[src/rtl/sev_segment_pkg.sv]
// Shared constants for the seven-segment display: segment bit positions,
// active-high glyph patterns and the polarity helper used by the top level.
package sev_segment_pkg;

  typedef logic [6:0] seg_pattern_t;

  localparam int SEG_A = 0;
  localparam int SEG_B = 1;
  localparam int SEG_C = 2;
  localparam int SEG_D = 3;
  localparam int SEG_E = 4;
  localparam int SEG_F = 5;
  localparam int SEG_G = 6;

  // Glyphs are active-high, bit n lights segment n (a..g = bits 0..6).
  localparam seg_pattern_t GLYPH_0 = 7'h3F;
  localparam seg_pattern_t GLYPH_1 = 7'h06;
  localparam seg_pattern_t GLYPH_2 = 7'h5B;
  localparam seg_pattern_t GLYPH_3 = 7'h4F;
  localparam seg_pattern_t GLYPH_4 = 7'h66;
  localparam seg_pattern_t GLYPH_5 = 7'h6D;
  localparam seg_pattern_t GLYPH_6 = 7'h7D;
  localparam seg_pattern_t GLYPH_7 = 7'h07;
  localparam seg_pattern_t GLYPH_8 = 7'h7F;
  localparam seg_pattern_t GLYPH_9 = 7'h6F;
  localparam seg_pattern_t GLYPH_A = 7'h77;
  localparam seg_pattern_t GLYPH_B = 7'h7C;
  localparam seg_pattern_t GLYPH_C = 7'h39;
  localparam seg_pattern_t GLYPH_D = 7'h5E;
  localparam seg_pattern_t GLYPH_E = 7'h79;
  localparam seg_pattern_t GLYPH_F = 7'h71;

  localparam seg_pattern_t SEG_BLANK = 7'h00;

  // Common-anode boards want every bit inverted, blank included.
  function automatic seg_pattern_t apply_polarity(input seg_pattern_t pattern,
                                                  input logic active_low);
    return active_low ? ~pattern : pattern;
  endfunction

endpackage

[src/rtl/sev_segment_decoder.sv]
// Combinational BCD to active-high segment pattern decoder.
// Define SEV_SEGMENT_HEX_DECODE_EN to show codes 10-15 as A b C d E F.
module sev_segment_decoder
  import sev_segment_pkg::*;
(
  input  logic [3:0] bcd,
  output logic [6:0] pattern
);

  always_comb begin
    pattern = SEG_BLANK;
    case (bcd)
      4'd0:  pattern = GLYPH_0;
      4'd1:  pattern = GLYPH_1;
      4'd2:  pattern = GLYPH_2;
      4'd3:  pattern = GLYPH_3;
      4'd4:  pattern = GLYPH_4;
      4'd5:  pattern = GLYPH_5;
      4'd6:  pattern = GLYPH_6;
      4'd7:  pattern = GLYPH_7;
      4'd8:  pattern = GLYPH_8;
      4'd9:  pattern = GLYPH_9;
`ifdef SEV_SEGMENT_HEX_DECODE_EN
      4'd10: pattern = GLYPH_A;
      4'd11: pattern = GLYPH_B;
      4'd12: pattern = GLYPH_C;
      4'd13: pattern = GLYPH_D;
      4'd14: pattern = GLYPH_E;
      4'd15: pattern = GLYPH_F;
`else
      // Non-decimal codes stay dark so a stray value never looks like a digit.
      default: pattern = SEG_BLANK;
`endif
    endcase
  end

endmodule

[src/rtl/sev_segment_display.sv]
// Registered single-digit seven-segment driver with selectable polarity.
// Hex glyphs for codes 10-15 are enabled by SEV_SEGMENT_HEX_DECODE_EN.
module sev_segment_display
  import sev_segment_pkg::*;
#(
  parameter logic ACTIVE_LOW = 1'b0
) (
  input  logic       clk,
  input  logic       rst,
  input  logic [3:0] bcd,
  output logic [6:0] seg
);

  logic [6:0] pattern;
  logic [6:0] drive;

  sev_segment_decoder u_decoder (
    .bcd     (bcd),
    .pattern (pattern)
  );

  assign drive = apply_polarity(pattern, ACTIVE_LOW);

  // seg comes straight from this flop so the pins never glitch on bcd changes.
  always_ff @(posedge clk) begin
    if (rst) begin
      seg <= apply_polarity(SEG_BLANK, ACTIVE_LOW);
    end else begin
      seg <= drive;
    end
  end

endmodule

[config.mk]
export PLATFORM = sky130hd
export DESIGN_NAME = sev_segment_display
export DESIGN_NICKNAME = d
export VERILOG_FILES = /design/src/rtl/sev_segment_pkg.sv /design/src/rtl/sev_segment_decoder.sv /design/src/rtl/sev_segment_display.sv
export SDC_FILE = /design/constraint.sdc
export NUM_CORES = 1
export LEC_CHECK = 0
export CORE_AREA = 2 2 39 41
export CTS_BUF_LIST = sky130_fd_sc_hd__clkbuf_4
export DETAILED_ROUTE_END_ITERATION = 10
export DIE_AREA = 0 0 41 43
export MAX_ROUTING_LAYER = met4
export PLACE_DENSITY = 0.55
export SETUP_SLACK_MARGIN = 0.1
export SLEW_MARGIN = 10
export SYNTH_ARGS = -nofsm -noshare
export SYNTH_HDL_FRONTEND = slang
export SYNTH_SLANG_ARGS = --single-unit
[constraint.sdc]
create_clock -name clk -period 1.2 [get_ports clk]
set_input_delay 0.24 -clock clk [delete_from_list [all_inputs] [get_ports clk]]
set_output_delay 0.24 -clock clk [all_outputs]
set_load 0.05 [all_outputs]
==> results of run 1 <==
[power breakdown]
part           switching [mW]  total [mW]  internal, mW
clock                  0.0757       0.224         0.149
combinational           0.108       0.223         0.116
sequential             0.0125       0.263         0.250
[cell families after synthesis]
logic type,after synthesis
and+or+nand+nor,13
AOI/OAI and AO/OA,8
DFF,7
adders and majority gates,6
buffers and inverters,3
xor gates and xnor gates,1
muxes,1
[through the flow]
step | cell area (µm²) | std cells | utilization [%] | TNS [ns]
after floorplan | 385.4 | 39 | - | 0
after global placement | 636.9 | 73 | 46.02 | -1.844
after detailed placement | 636.9 | 73 | 46.02 | -1.866
after CTS | 664.4 | 77 | 48.01 | 0
after global routing | 671.9 | 77 | 48.55 | 0
final | 671.9 | 77 | 48.55 | 0
[placed cells by master (no fill, tap or decap), types with 2 or more instances in the layout]
master / n
nor2_1: 3
a21oi_1: 2
buf_12: 7
buf_4: 7
dlygate4sd2_1: 2
nand2b_1: 3
o22ai_1: 3
inv_2: 2
ha_1: 6
clkbuf_4: 4
dlymetal6s2s_1: 2
nor2b_1: 2
dfxtp_1: 7
[timing repair]
item                       4_1_cts  5_1_grt
gates resized for setup          4        3
gates cloned                     0        0
setup endpoints to repair        7        5
[cells in the mapped netlist]
library cell,number
ha_1,6
xnor2_1,1
nand2b_1,3
nor2_1,3
nor2b_1,2
buf_6,1
a21o_1,1
inv_1,2
nand2b_4,1
o21ai_1,1
mux2i_1,1
o22ai_1,3
or2_1,2
o31ai_1,1
nand2b_2,1
a21oi_1,2
dfxtp_1,7
or2_0,1
[final cells by class]
type	count	area [µm²]
sequential	7	140.1
clock buffer	4	30.03
tap	16	20.02
fill	133	711.9
multi-input combinational	29	229.0
timing repair buffer	19	245.2
inverter	2	7.507
[path summary, 6_finish.rpt]
path	start	to	slack [ns]	cells past startpoint
max	bcd[1]	seg[5]	0.17	5
min	bcd[2]	seg[6]	0.45	3
[metal layers]
metal	global-route usage (%)	wire length, µm
met1	14.19	322
met2	12.50	310
met3	1.571	38
met4	12.00	25
met5	-	0
==> results.md, run 1 <==
- Status: finished clean
- Routed wire length per instance: 9.052 µm
- CP Class: input port to flop
- Vias in the first global route: 272
- Routed vias/inst: 4.104
- GPL Wtd Cong: 0.8055
- Total iterations of the first detailed-routing run: 4
- Root Buffer: clkbuf_4
- # IOs: 13
- Std cell rows: 14
- Core Region: 1384 µm²
- Starting Density: 27.85%
- Worst-path maximum fanout: 6
- Complex-gate fraction of the synthesized area: 12.66%
- Syn nets: 51
- Post-synthesis register bit count: 7
- Syn_area_per_cell: 9.881 µm²
- Max reg flops: 7
- Port buffer count: 12
- Pre-CTS setup slack: -0.3090 ns
- Fmax: 0.9675 GHz
- Cell family with most CP delay: buffers and inverters
- Tcrit/Tclk final: 86.13%
- Number of remaining DRC errors: 0
- Yosys Warn Count: 0
- # H-tree levels: 1
- Worst Tran Pin Value: 0.1895 ns
- Largest net degree at the start of global routing: 8
- CTS Sinks: 7
- Crit path launch type: input port
- Final wirelength: 697 µm
- Worst endpoint required time: 1.37 ns
- Setup WS post-layout: 0.1664 ns
- Crit path buffers/inverters: 2
- Synthesized instance count: 39
- Largest registers: seg x7
- Post-DP HPWL: 566 µm
- Hold Crit Class: input port to flop
- Die width: 41 µm
- CTS tree: built
- Die height: 43 µm
- Post-Synth Adder-Cell Area: 19.48%
- Pwr Total: 0.7106 mW
- Leak: 0.3207 nW
- Clk slew on worst S/H paths: 0.05 ns
- Top reg by flops: seg
- Sequential fraction of the synthesis area: 36.36%
- CP Data Arrival Time: 1.21 ns
- Hold Buf Count CTS: 0
- VDD IR max: 0.0002697 V
- RSZ-0062 raised after global routing: yes
- GRT overflow: 0
- CTS buffer count: 3
- Largest family of logic cells by synthesized area: simple AND/OR/NAND/NOR gates
- Min cycle time layout: 1.034 ns
- Endpoints failing setup: 0
- Post-detailed-route count of antenna-violating nets: 0
- Post-Synth XOR/XNOR Area: 2.273%
- First-pass GRT wire length: 1193 µm
- Area Growth Syn to Fin: 74.35%
- Final max-slew violation count: 0
- Post-Synthesis Cell Area: 385.4 µm²
- Bufs on Longest Clock Path: 2
- Die ar.: 1763 µm²
- Proportion of netlist area held by the largest area contributor: 36.36%
- Netlist cell types: 18
- Nets: 74
- Fraction of layout cells with a size suffix above 1: 37.70%
- Maxcap violations: 0
- Detailed Route Iter0 Violations: 2
- Critical path, cell by cell: dlygate4sd2_1 -> buf_4 -> ha_1 -> or2_1 -> o22ai_1
- Synth Area in Simple Gates: 21.75%
- Antenna violations before repair: 0
- Pwr Density: 1058 nW/µm²
- Normalized max-slew margin: 87.26%
- Crit end category: flop
- Ranking of synthesized cells by area: dfxtp_1 (36%), ha_1 (19%), nand2b_1 (4.9%)
- Post-CTS Setup Bufs: 0
- Crit path largest cell delay: 0.25 ns
- Final hold vios: 0
- Total track usage: 10.81%
- Mux cell area share after synthesis: 2.597%
- Slowest cell on crit path: dlygate4sd2_1
- # diodes: 0
- Hold WS: 0.4503 ns
- Area leader, netlist: dfxtp_1
- Vias: 316
No activity file was read; power rests on OpenSTA's default activity.
==> run 2: changes to the inputs <==
- GPL_ROUTABILITY_DRIVEN: unset -> 1
- SKIP_LAST_GASP: unset -> 1
==> results of run 2 <==
Same layout as run 1: the final DEF is identical, and so are final timing and power.
